==> src/rtl/power_switch_sequencer.sv <==
// Staged power-switch sequencer for one switchable domain.
// Ramps the header switch stages on one at a time, waits for supply-good,
// then removes isolation. On power-down it isolates first and ramps the
// stages off in reverse order. A missing supply-good within TIMEOUT cycles
// parks the block in ERR with every stage off.
//
// All outputs are flops. They are loaded from the next-state decode, so
// each output changes on the same edge as the state transition that
// implies it.
//
// The stage vector is always a thermometer code (bits 0..n set).
// "Add next stage" is therefore a left shift with 1 inserted, and
// "clear highest stage" is a right shift.
module power_switch_sequencer #(
  parameter int NUM_STAGES = 4,
  parameter int TIMEOUT    = 255
) (
  input  logic                  clk,
  input  logic                  rst_n,
  input  logic                  pwr_req,
  input  logic [7:0]            stage_dly,
  input  logic                  pwr_good,
  output logic [NUM_STAGES-1:0] sleep_n_stages,
  output logic                  iso_en,
  output logic                  pwr_ack,
  output logic                  err,
  output logic [2:0]            state
);

  typedef enum logic [2:0] {
    S_OFF       = 3'd0,
    S_RAMP_UP   = 3'd1,
    S_SETTLE    = 3'd2,
    S_ON        = 3'd3,
    S_ISO       = 3'd4,
    S_RAMP_DOWN = 3'd5,
    S_ERR       = 3'd6,
    S_UNUSED    = 3'd7
  } state_t;

  localparam logic [15:0] TO_LAST = 16'(TIMEOUT - 1);

  state_t                r_state, w_state_nxt;
  logic [NUM_STAGES-1:0] r_stages, w_stages_nxt;
  logic [7:0]            r_dly_cnt, w_dly_cnt_nxt;
  logic [15:0]           r_to_cnt, w_to_cnt_nxt;
  logic                  r_iso, r_ack, r_err;
  logic [NUM_STAGES-1:0] w_stages_up, w_stages_dn, w_stage_first;

  assign w_stages_up    = {r_stages[NUM_STAGES-2:0], 1'b1};
  assign w_stages_dn    = {1'b0, r_stages[NUM_STAGES-1:1]};
  assign w_stage_first  = {{(NUM_STAGES-1){1'b0}}, 1'b1};

  assign state          = r_state;
  assign sleep_n_stages = r_stages;
  assign iso_en         = r_iso;
  assign pwr_ack        = r_ack;
  assign err            = r_err;

  // Register stage: state, stage vector, counters and the decoded outputs.
  always_ff @(posedge clk or negedge rst_n) begin
    if (!rst_n) begin
      r_state   <= S_OFF;
      r_stages  <= '0;
      r_dly_cnt <= '0;
      r_to_cnt  <= '0;
      r_iso     <= 1'b1;
      r_ack     <= 1'b0;
      r_err     <= 1'b0;
    end else begin
      r_state   <= w_state_nxt;
      r_stages  <= w_stages_nxt;
      r_dly_cnt <= w_dly_cnt_nxt;
      r_to_cnt  <= w_to_cnt_nxt;
      r_iso     <= (w_state_nxt != S_ON);
      r_ack     <= (w_state_nxt == S_ON);
      r_err     <= (w_state_nxt == S_ERR);
    end
  end

  // Next-state logic: sequencing, stage stepping and counter updates.
  always_comb begin
    w_state_nxt   = r_state;
    w_stages_nxt  = r_stages;
    w_dly_cnt_nxt = r_dly_cnt;
    w_to_cnt_nxt  = r_to_cnt;
    case (r_state)
      S_OFF: begin
        w_stages_nxt = '0;
        if (pwr_req) begin
          w_state_nxt   = S_RAMP_UP;
          w_stages_nxt  = w_stage_first;
          w_dly_cnt_nxt = stage_dly;
        end
      end
      S_RAMP_UP: begin
        if (!pwr_req) begin
          // Abort: isolation is already on, so start the ramp-down at once.
          w_stages_nxt  = w_stages_dn;
          w_dly_cnt_nxt = stage_dly;
          w_state_nxt   = (w_stages_dn == '0) ? S_OFF : S_RAMP_DOWN;
        end else if (r_dly_cnt == 8'd0) begin
          if (r_stages[NUM_STAGES-1]) begin
            w_state_nxt  = S_SETTLE;
            w_to_cnt_nxt = '0;
          end else begin
            w_stages_nxt  = w_stages_up;
            w_dly_cnt_nxt = stage_dly;
          end
        end else begin
          w_dly_cnt_nxt = r_dly_cnt - 8'd1;
        end
      end
      S_SETTLE: begin
        if (!pwr_req) begin
          w_stages_nxt  = w_stages_dn;
          w_dly_cnt_nxt = stage_dly;
          w_state_nxt   = (w_stages_dn == '0) ? S_OFF : S_RAMP_DOWN;
        end else if (pwr_good) begin
          w_state_nxt = S_ON;
        end else if (r_to_cnt == TO_LAST) begin
          w_state_nxt  = S_ERR;
          w_stages_nxt = '0;
          w_to_cnt_nxt = '0;
        end else begin
          w_to_cnt_nxt = r_to_cnt + 16'd1;
        end
      end
      S_ON: begin
        // A supply-good drop here is deliberately ignored.
        if (!pwr_req) w_state_nxt = S_ISO;
      end
      S_ISO: begin
        w_stages_nxt  = w_stages_dn;
        w_dly_cnt_nxt = stage_dly;
        w_state_nxt   = (w_stages_dn == '0) ? S_OFF : S_RAMP_DOWN;
      end
      S_RAMP_DOWN: begin
        // A new request is ignored until the domain is fully off.
        if (r_dly_cnt == 8'd0) begin
          w_stages_nxt  = w_stages_dn;
          w_dly_cnt_nxt = stage_dly;
          if (w_stages_dn == '0) w_state_nxt = S_OFF;
        end else begin
          w_dly_cnt_nxt = r_dly_cnt - 8'd1;
        end
      end
      S_ERR: begin
        w_stages_nxt = '0;
        if (!pwr_req) w_state_nxt = S_OFF;
      end
      default: begin
        w_state_nxt  = S_ERR;
        w_stages_nxt = '0;
      end
    endcase
  end

endmodule

==> config.mk <==
export PLATFORM = sky130hd
export DESIGN_NAME = power_switch_sequencer
export DESIGN_NICKNAME = d
export VERILOG_FILES = /design/src/rtl/power_switch_sequencer.sv
export SDC_FILE = /design/constraint.sdc
export NUM_CORES = 1
export LEC_CHECK = 0
export CAP_MARGIN = 20
export CORE_MARGIN = 5
export CORE_UTILIZATION = 55
export DETAILED_ROUTE_END_ITERATION = 10
export GPL_ROUTABILITY_DRIVEN = 0
export GPL_TIMING_DRIVEN = 1
export PLACE_DENSITY = 0.77
export SYNTH_ARGS = -nofsm -noshare
export SYNTH_HDL_FRONTEND = slang
export SYNTH_SLANG_ARGS = --single-unit
==> constraint.sdc <==
create_clock -name clk -period 2.45 [get_ports clk]
set_input_delay 0.49 -clock clk [delete_from_list [all_inputs] [get_ports clk]]
set_output_delay 0.49 -clock clk [all_outputs]
set_load 0.02 [all_outputs]
**Yosys cells after proc, flatten, opt, wreduce, memory -nomap -nowiden**

Index checks and enable logic that the tools add are counted.

- Flip-flop bits (word level): 34
- Bits of input ports: 12
- Output and inout port bits: 10
- Logic and storage cells: 79

- Add/subtract/negate cells: 2
- Eq/ne operators: 23
- Muxes and demuxes: 36
- Bitwise gates (word level): 1
- Reduce and logical (&&, ||, !) cells: 9

Operators with widths:

| operator | count |
|---|---|
| two-way mux 16 bit | 6 |
| two-way mux 8 bit | 6 |
| case mux 8 bit (5 select lines) | 1 |
| two-way mux 3 bit | 12 |
| case mux 16 bit (2 select lines) | 1 |
| two-way mux 4 bit | 7 |
| case mux 4 bit (6 select lines) | 1 |
| case mux 3 bit (7 select lines) | 1 |
| adder 16 x 1 -> 16 bit (second input constant) | 1 |
| equality test 16 x 8 -> 1 bit (second input constant) | 1 |
| inequality test 2 bit (second input constant) | 8 |
| equality test 3 bit (second input constant) | 4 |
| inequality test 3 bit (second input constant) | 4 |
| AND reduction 6 bit | 2 |
| equality test 3 x 2 -> 1 bit (second input constant) | 3 |
| logical NOT 8 bit | 1 |
| subtractor 8 x 1 -> 8 bit (second input constant) | 1 |
| AND reduction 5 bit | 1 |
| nonzero test 5 bit | 1 |
| logical NOT 4 bit | 1 |
| inequality test 4 bit (second input constant) | 1 |
| AND reduction 4 bit | 1 |
| equality test 3 x 1 -> 1 bit (second input constant) | 1 |
| logical NOT 3 bit | 1 |
| other kinds (4) | 4 |

**Logic depth before layout (Yosys ltp)**

- Depth after elaboration: 6
- Gate-level depth with buffers: 8

**Least setup slack after synthesis**

No wires, ideal clock.

- Path type: reg-to-reg
- Start point: register r_dly_cnt[0]
- End point: register r_stages[0] (netlist: sleep_n_stages[0])
- Arrival time: 1.880 ns
- Data required time: 2.325 ns
- Setup slack: 0.445 ns
- Stages on the path, launching flop included: 9
- Buffers on the path: 1
- Clock period less this slack: 2.005 ns
- Path through: dfrtp_1 inv_1 ha_1 nor4b_2 and2_1 clkbuf_2 nor2_2 a211oi_2 mux2_2

- Longest elaborated chain between the ends: 3
- Elaborated cells between the ends (all ways): 4

Ends and longest elaborated chain:

| element | RTL line | text |
|---|---|---|
| from (decl) | 45 | `logic [7:0] r_dly_cnt, w_dly_cnt_nxt;` |
| from (signal assigned) | 73 | `r_dly_cnt <= w_dly_cnt_nxt;` |
| logical NOT 8 bit * | 102, 140 |  |
| inequality test 3 bit (no source line) or inequality test 2 bit (tied branches) | - |  |
| AND reduction 6 bit (no source line) * | - |  |
| to (signal assigned) | 72 | `r_stages <= w_stages_nxt;` |
| to (decl) | 44 | `logic [NUM_STAGES-1:0] r_stages, w_stages_nxt;` |

Mark *: on every way between the ends. The rest lies on a longest branch, timed or not.
A chain may end at the register's enable or synchronous reset.

**Worst setup path in the final report**

- Start point: register r_dly_cnt[0]
- End point: register r_to_cnt[12]

- Longest elaborated chain between the ends: 3

Ends and longest elaborated chain:

| element | RTL line | text |
|---|---|---|
| logical NOT 8 bit | 102 | `end else if (r_dly_cnt == 8'd0) begin` |
| inequality test 2 bit (no source line) | - |  |
| AND reduction 6 bit (no source line) | - |  |
| to (signal assigned) | 74 | `r_to_cnt <= w_to_cnt_nxt;` |
| to (decl) | 46 | `logic [15:0] r_to_cnt, w_to_cnt_nxt;` |

Every way passes these cells.

==> summary.txt <==
Power
  – Maximum vdd drop: ~0.62 mV
  – PwrDens: roughly 900 mW/mm^2
  – Total power draw: 2.34 mW
  – Leak: between 1 and 1.5 nW

Die
  – Core ar.: 0.00394 sq mm
  – Die H: 73.5 microns
  – Num rows: 23
  – Area of the die: 0.00541 sq mm
  – Die X: around 74 microns
  – Initial Utilization: 0.563
  – I/O pins: 22

Critical path
  – CP Max Fanout: 10
  – RR Startpoint: r_dly_cnt[0]$_DFFE_PN0P_
  – Crit Path Class: reg2reg
  – Worst path required time: ~2600 ps
  – Setup slack, reg-to-reg: 210 ps
  – Setup crit start: r_dly_cnt[0]$_DFFE_PN0P_
  – Arrival @ worst endpoint: roughly 2400 ps
  – Crit start category: flip-flop
  – CP endpoint kind: flip-flop

Synth
  – Top cell type's share of synthesized area: 0.372
  – Post-synth EDFFs: 0
  – Mean Syn Cell Area: about 9.0 sq um
  – Top cell type by total area after synthesis: dfrtp_1
  – Main flop type after synthesis: dfrtp_1
  – Asr flop ratio synth: 1.00
  – Syn. warnings: 0
  – Library cells used by synthesis: between 50 and 60
  – Mapped cell area: 0.00222 sq mm
  – #FFs+latches synth: 34
  – Post-synthesis sequential area ratio: 0.384
  – Synth top area cells: dfrtp_1 (37%), o21ai_0 (4.5%), nor2_1 (3.6%)
  – Mapped Cells: 248
  – Mapped Nets: approximately 260

Drt
  – Via count: around 2.0k
  – Final wirelength: ~5.3 mm
  – Iteration-0 DRC Markers: around 120
  – DRT Pass-1 Iters: 4
  – Detail Route Antenna Nets: 0
  – Via density: between 6 and 7
  – DRC viols: 0
  – Per-cell routed wire length: about 16 microns

STA
  – Setup Skew: between 10 and 15 ps
  – Slew @ Worst Pin: between 400 and 500 ps
  – Final Setup Violations: 0
  – Slew margin rel.: 0.703
  – Tmin final: approximately 2200 ps
  – Max frequency: roughly 450 MHz
  – Final slew viol count: 0
  – Final Hold Fails: 0
  – Final Cycle Share: 0.915

GRT
  – Initial antenna violation count: 0
  – Vias in the first global route: 1911
  – First-pass GRT wire length: between 8 and 9 mm
  – Total GRT Usage: 0.212
  – Pin count of the biggest net entering global routing: 35
  – Total grt overflow: 0

Finish
  – Multi-input logic area: 0.00127 sq mm
  – Fraction of layout cells with a size suffix above 1: 0.152
  – Cell area after layout: ~0.0027 sq mm
  – Sequential Area: roughly 850 sq um
  – Diode count: 0
  – Non-filler cells, final: roughly 330
  – Layout fillers: roughly 320
  – Nets: about 300
  – Area Growth Syn to Fin: 19.5%
  – Final Core Density: 0.673

Hold path
  – Min-delay worst type: reg2reg
  – Hold path startpoint: r_to_cnt[7]$_DFFE_PN0P_

Clocking
  – PostCTS Resize Cnt: 0
  – CTS tree: built
  – Clk buf depth: 2
  – H-tree Lvls: 2
  – Hold-fix buffers, CTS: 0
  – Clk root buf: clkbuf_8
  – Clock sink count: 34
  – Worst-Skew Late Latency: about 290 ps
  – Post-CTS setup buffer count: 0
  – CTS clock-pin slew for the worst setup and hold paths: about 70 ps
  – Num CTS Buffers: 5

Placed design
  – IO buf count: 21
  – Placed cell area: about 0.0026 sq mm
  – DPL Wire Length: just under 4 mm
  – Placed Cells: roughly 330

Run status
  – Status: finished, final reports clean

Flow run
  – Max-cap viol count: 0
[layer usage]
| metal | vias up | part of all wire | global-route usage |
|---|---|---|---|
| li1 | 986 | - | - |
| met1 | 969 | 0.46 | 0.297 |
| met2 | 50 | 0.47 | 0.329 |
| met3 | 6 | 0.058 | 0.0547 |
| met4 | 0 | 0.0091 | 0.0523 |
| met5 | - | 0 | 0 |
[cells by family after synthesis]
logic type,count (synthesis),share of synthesized area
simple gates,103,0.260
compound gates,72,0.235
flops,34,0.384
buf+inv,22,0.0451
xor+xnor,9,0.0355
mux,5,0.0237
fa+ha+maj,3,0.0169
[cell usage after synthesis, types with 4 or more instances]
library cell and count:
nor3b_1 4, nand4_1 4, nand2_1 16, dfrtp_1 33, nor3_1 9, nor2_1 21, o21ai_0 20, a21oi_1 14
nand3_1 12, nand2b_1 6, a211oi_1 9, xnor2_1 9, clkbuf_1 5, nor2b_1 4, inv_1 10
[cell usage in the layout, fill, tap and decap left out, types with 4 or more instances in the layout]
cell type / n
a211oi_1: 9
a21oi_1: 14
buf_4: 19
clkbuf_8: 5
clkdlybuf4s50_1: 21
dfrtp_1: 33
inv_1: 10
nand2_1: 16
nand2b_1: 6
nand3_1: 12
nand4_1: 4
nor2_1: 21
nor2b_1: 4
nor3_1: 9
nor3b_1: 4
o21ai_0: 20
xnor2_1: 9
[worst max-delay path: stages, from the launching register on]
cell and delay (ps):
dfrtp_1 400, inv_1 100, ha_1 210, nor4b_2 380, nand4_1 220, buf_4 240
a2111oi_4 370, xnor2_1 160, nor2_1 50
[worst paths after layout]
path | to | cells past startpoint
max reg2reg | r_to_cnt[12]$_DFFE_PN0P_ | 8
min reg2reg | r_to_cnt[7]$_DFFE_PN0P_ | 1
max in group asynchronous | iso_en$_DFF_PN1_ | 2
max | r_to_cnt[12]$_DFFE_PN0P_ | 8
min | r_to_cnt[7]$_DFFE_PN0P_ | 1
min in group asynchronous | r_to_cnt[3]$_DFFE_PN0P_ | 2
[flip-flops by register name, indices dropped and copies added (netlist names)]
register,cells
sleep_n_stages,4
r_to_cnt,16
r_dly_cnt,8
err,1
iso_en,1
pwr_ack,1
state,3
[per-stage QoR]
stage               setup slack, ps  hold WS (ps)  setup TNS, ps
floorplan                       445           194              0
global placement                123           515              0
global route                  -1.47           574          -1.47
CTS                             167           550              0
detailed placement             65.0           518              0
finish                          209           554              0
[power by group]
group	total [mW]	internal, mW	switching (mW)
Sequential	0.849	0.696	0.153
Clock	0.386	0.190	0.195
Combinational	1.10	0.528	0.575
[cell type report]
class                   instances  area share
multi-input cells             192       0.478
well taps                      50      0.0236
clock inverters                 2     0.00377
inverters                      10      0.0142
flip-flops and latches         34       0.321
clock buffers                   5      0.0259
repair buffers                 40       0.133
Note: power is estimated with default switching activity, not from simulation.
==> variant 1 (same settings) <==
Change the parameter `NUM_STAGES` from 4 to 3.
--- a/src/rtl/power_switch_sequencer.sv
+++ b/src/rtl/power_switch_sequencer.sv
@@ -13,5 +13,5 @@
 // "clear highest stage" is a right shift.
 module power_switch_sequencer #(
-  parameter int NUM_STAGES = 4,
+  parameter int NUM_STAGES = 3,
   parameter int TIMEOUT    = 255
 ) (
Interface: changed (resized sleep_n_stages); port bits go from 22 to 21. The function was not compared with the original's and may differ.
==> variant 1 against the unedited design <==
Sequential power shrank 2.8%; setup slack got worse by 0.018 ns; design area down 6.6%; synthesized cell count shrank 2.0%; total power is 15% lower; sequential cell count shrank 1; area after synthesis shrank 5.5%; non-clock buffer count fell by 10; wire length decreased by 9.6%; critical endpoint is now sleep_n_stages[0]$_DFFE_PN0P_.
==> variant 1: results (changes against the unedited design) <==
[critical_path]
cp_slowest_stage_delay_ns = 0.52  ; +0.12 ns
cp_slowest_cell = or3b_2
critPathTopFamily = compound AO/OA/AOI/OAI gates
timing.rr.end = sleep_n_stages[0]$_DFFE_PN0P_
path_max_fanout = 4  ; -6
rrSetupSlack_ns = 0.19  ; -0.02 ns
reg2regPathDepth = 7  ; -1

[layout]
clock_area_share_pct = 3.33  ; +0.36 points
drive_gt1_share_pct = 11.0  ; -4.2 points
clkbuf_count = 6  ; +1
n_all_inverters = 14  ; +4
seq_share_pct = 33.4  ; +1.2 points
multi_input_area_um2 = 1180  ; -6.9%
buffers_excl_clock = 30  ; -25%
stdcell_count = 320  ; -3.9%
layout.nets = 286  ; -4.0%
fillCellCount = 307  ; -5.0%
regArea_um2 = 827  ; -2.9%
multi_input_gates = 187  ; -2.6%
seq_cells = 33  ; -2.9%

[clocking]
cts_resized = 1  ; +1
cts_root_buffer = clkbuf_8

[synthesis]
synth_fa_ha_area_share_pct = 1.79  ; +0.099 points
synth_cell_types = 59  ; +5.4%
synth_nets = 258  ; -1.9%
synth_compound_area_share_pct = 26.3  ; +2.7 points
postSynthCellCount = 243  ; -2.0%
synth.area.mux_share_pct = 2.09  ; -0.28 points
synthXorXnorAreaFrac_pct = 0.418  ; -3.1 points
synthTopCellsByArea = dfrtp_1 (38%), o21ai_0 (4.5%), nor2_1 (3.9%)
ys_top_cells_by_count = dfrtp_1 (32), nor2_1 (22), nand2_1 (20)
ys_seq_area_share_pct = 39.4  ; +1.1 points

[power_and_ir_drop]
p_seq_share_pct = 41.3  ; +5.0 points
pg_comb_uw = 770  ; -30%
clockPowerShare_pct = 20.1  ; +3.6 points
ir_worst_vdd_mv = 0.373  ; -40%
netSwitchingPower_uw = 792  ; -14%
p_leak_nw = 1.03  ; -4.8%

[detailed_routing]
dr.first_iter.drc_count = 156  ; +32%
vias_per_cell = 6.05  ; +0.18%
met2_wirelength_um = 2350  ; -4.9%
met3_length_um = 239  ; -21%
wl_met1_um = 2080  ; -14%
wl_per_cell_um = 14.8  ; -5.9%

[die]
die_w_um = 71.7  ; -2.4%

[placement]
io_buffers = 20  ; -4.8%
place_hpwl_um = 3460  ; -11%
place_area_um2 = 2390  ; -7.0%
place_inst = 312  ; -4.3%

[global_routing]
grtUsageMet1_pct = 23.4  ; -6.2 points
gr-usage-met3_pct = 4.21  ; -1.3 points
grt_pass1_wl_um = 7820  ; -12%
track_usage_pct = 19.1  ; -2.1 points
gr-usage-met2_pct = 33.4  ; +0.49 points
grt_start_max_net_pins = 34  ; -2.9%
grt_pass1_vias = 1724  ; -9.8%

[sta]
finalCritPeriodShare_pct = 92.2  ; +0.72 points
fin_skew_ns = 0.0111  ; -0.000169 ns
fin_tns_setup_ns = 0  ; unchanged

[outcome]
status = finished clean

==> variant 1: changes by cell type after synthesis, moves of 3 or more <==
cell      unedited run  this run
inv_1               10        14
a211oi_1             9         2
xnor2_1              9         1
o21ai_1              0         7
a22o_1               0         9
and3_1               3         6
nand2_1             16        20
nand3_1             12         8
==> variant 1: worst min path at each step <==
stage	end	startpoint	slack, ns	cells after the start
4_1_cts	sleep_n_stages[0]$_DFFE_PN0P_	sleep_n_stages[0]$_DFFE_PN0P_	0.53	1
5_1_grt	sleep_n_stages[0]$_DFFE_PN0P_	sleep_n_stages[0]$_DFFE_PN0P_	0.54	1
3_3_place_gp	sleep_n_stages[0]$_DFFE_PN0P_	sleep_n_stages[0]$_DFFE_PN0P_	0.51	1
6_report	sleep_n_stages[0]$_DFFE_PN0P_	sleep_n_stages[0]$_DFFE_PN0P_	0.53	1
2_1_floorplan	err$_DFF_PN0_	rst_n	0.19	0
3_5_place_dp	sleep_n_stages[0]$_DFFE_PN0P_	sleep_n_stages[0]$_DFFE_PN0P_	0.51	1
==> variant 2 (same flow settings) <==
Made on the original files. Remove the register `r_err`: a continuous assignment takes its place, so the output `err` follows one clock earlier.
--- a/src/rtl/power_switch_sequencer.sv
+++ b/src/rtl/power_switch_sequencer.sv
@@ -67,5 +67,4 @@
       r_iso     <= 1'b1;
       r_ack     <= 1'b0;
-      r_err     <= 1'b0;
     end else begin
       r_state   <= w_state_nxt;
@@ -75,7 +74,8 @@
       r_iso     <= (w_state_nxt != S_ON);
       r_ack     <= (w_state_nxt == S_ON);
-      r_err     <= (w_state_nxt == S_ERR);
     end
   end
+
+  assign r_err = (w_state_nxt == S_ERR);
 
   // Next-state logic: sequencing, stage stepping and counter updates.
Formal check against the unedited RTL: same outputs for any inputs over 10 cycles, from zero or initial values and one cycle with rst_n low; that may be too few to reach the edited logic, so the function may still have changed.
==> variant 2 against the unedited design <==
The run now ends with negative setup slack left; design area grew 12%; sequential cell count shrank 1; first-iteration DRC count increased by 95%; wire length up 17%; area after synthesis decreased by 2.6%; via count grew 14%; total power grew 2.2%; critical path depth stayed put; clock skew fell by 0.0063 ns; setup slack lost 0.43 ns; critical path type is now reg2out; largest cell class unchanged.
==> variant 2: results (changes against the unedited design) <==
[outcome]
violations = negative setup slack
status = finished with violations

[power_and_ir_drop]
p_leak_nw = 1.24  ; +15%
ir_worst_vdd_mv = 0.618  ; -1.1%

[global_routing]
grt_start_max_net_pins = 34  ; -2.9%
grt_pass1_vias = 2246  ; +18%
antenna_found_initial = 0  ; unchanged
grt_pass1_wl_um = 10100  ; +14%
track_usage_pct = 24.4  ; +3.2 points

[sta]
fin_skew_ns = 0.00503  ; -0.00625 ns
slew_headroom_pct = 58.1  ; -12 points
finalSetupViolCount = 1  ; +1
setup_ws_ns = -0.220  ; -0.428 ns

[clocking]
path_clk_slew_ns = 0.07  ; about the same
cts_root_buffer = clkbuf_8

[critical_path]
cp_slowest_cell = or4b_4
cp_slowest_stage_delay_ns = 0.50  ; +0.10 ns
path_max_fanout = 3  ; -7
arrival_ns = 2.18  ; -0.24 ns
critPathTopFamily = simple AND/OR/NAND/NOR gates

[layout]
largest_reg_flops = 16  ; unchanged
drive_gt1_share_pct = 25.5  ; +10 points
fillCellCount = 262  ; -19%
layout.nets = 343  ; +15%
top_register = r_to_cnt

[detailed_routing]
wl_per_cell_um = 16.3  ; +3.3%
dr.first_iter.drc_count = 230  ; +95%
vias_per_cell = 6.09  ; +0.89%

[synthesis]
ys_seq_area_share_pct = 38.3  ; -0.11 points
ys_top_cells_by_count = dfrtp_1 (32), o21ai_0 (29), nor3_1 (21)
synthTopCellsByArea = dfrtp_1 (37%), o21ai_0 (6.7%), nor3_1 (4.9%)
synth_nets = 272  ; +3.4%
synth_cell_types = 52  ; -7.1%

[placement]
place_hpwl_um = 4220  ; +8.9%

[variant 2: changes by cell type in the layout (fill, tap and decap cells not counted), sizes merged, moves of 4 or more]
cell,delta
xnor2,-8
nor3,+12
a211oi,-7
inv,+5
nand2b,+4
nand3,-4
o22ai,+4
a21oi,+4
buf,+37
nor2,-7
o21ai,+10
o31ai,+5
[variant 2: worst paths after layout]
| check | slack [ns] | depth (start not counted) | end | start |
|---|---|---|---|---|
| max in group asynchronous | 1.50 | 2 | iso_en$_DFF_PN1_ | rst_n |
| min in group asynchronous | 0.61 | 2 | r_to_cnt[0]$_DFFE_PN0P_ | rst_n |
| max reg2reg | 0.15 | 10 | r_to_cnt[5]$_DFFE_PN0P_ | r_dly_cnt[0]$_DFFE_PN0P_ |
| min reg2reg | 0.54 | 1 | r_to_cnt[3]$_DFFE_PN0P_ | r_to_cnt[3]$_DFFE_PN0P_ |
| min | 0.54 | 1 | r_to_cnt[3]$_DFFE_PN0P_ | r_to_cnt[3]$_DFFE_PN0P_ |
| max | -0.22 | 8 | err | r_dly_cnt[0]$_DFFE_PN0P_ |
[variant 2: layer usage]
metal,GRT usage (%),wire length (um)
met1,29.3,2620
met2,41.0,3030
met3,5.65,330
met4,11.5,155
met5,0,0
[variant 2: logic make-up after synthesis]
family          Yosys count  share of synthesized area (%)
flops                    33                           38.3
mux                       4                           2.32
fa+ha+maj                 3                           1.74
compound gates           80                           23.7
simple gates            109                           28.4
xor+xnor                  1                          0.405
buf+inv                  27                           5.15
[variant 2: final cells by class]
class                      instances  share of cell area [%]
clock inverter                     1                    1.01
sequential                        33                    27.9
clock buffer                       7                    2.92
timing repair buffer              76                    21.1
inverter                          15                    1.90
tap                               48                    2.03
multi-input combinational        197                    43.1
[variant 2: per-stage QoR]
| stage | hold slack [ns] | setup WS (ns) | area (um^2) | TNS, ns | std cells |
|---|---|---|---|---|---|
| after floorplan | 0.194 | 0.152 | 2160 | 0 | 257 |
| after global placement | 0.521 | -0.341 | 2760 | -0.341 | 365 |
| after detailed placement | 0.534 | -0.498 | 2760 | -0.646 | 365 |
| after CTS | 0.543 | -0.182 | 2920 | -0.182 | 375 |
| after global routing | 0.564 | -0.313 | 2960 | -0.313 | 377 |
| final | 0.540 | -0.220 | 2960 | -0.220 | 377 |
[variant 2: where the power goes]
part / internal (mW) / switching [mW]
logic: 0.562 / 0.578
clock network: 0.332 / 0.202
registers: 0.646 / 0.0702
total: 1.54 / 0.850
[variant 2: repair_timing]
action                                 in CTS  in global routing
resized for setup                          15                  4
buffers inserted                            2                  2
pin swaps                                   3                  0
setup endpoints to repair                   1                  4
endpoints found under the hold margin       0                  0
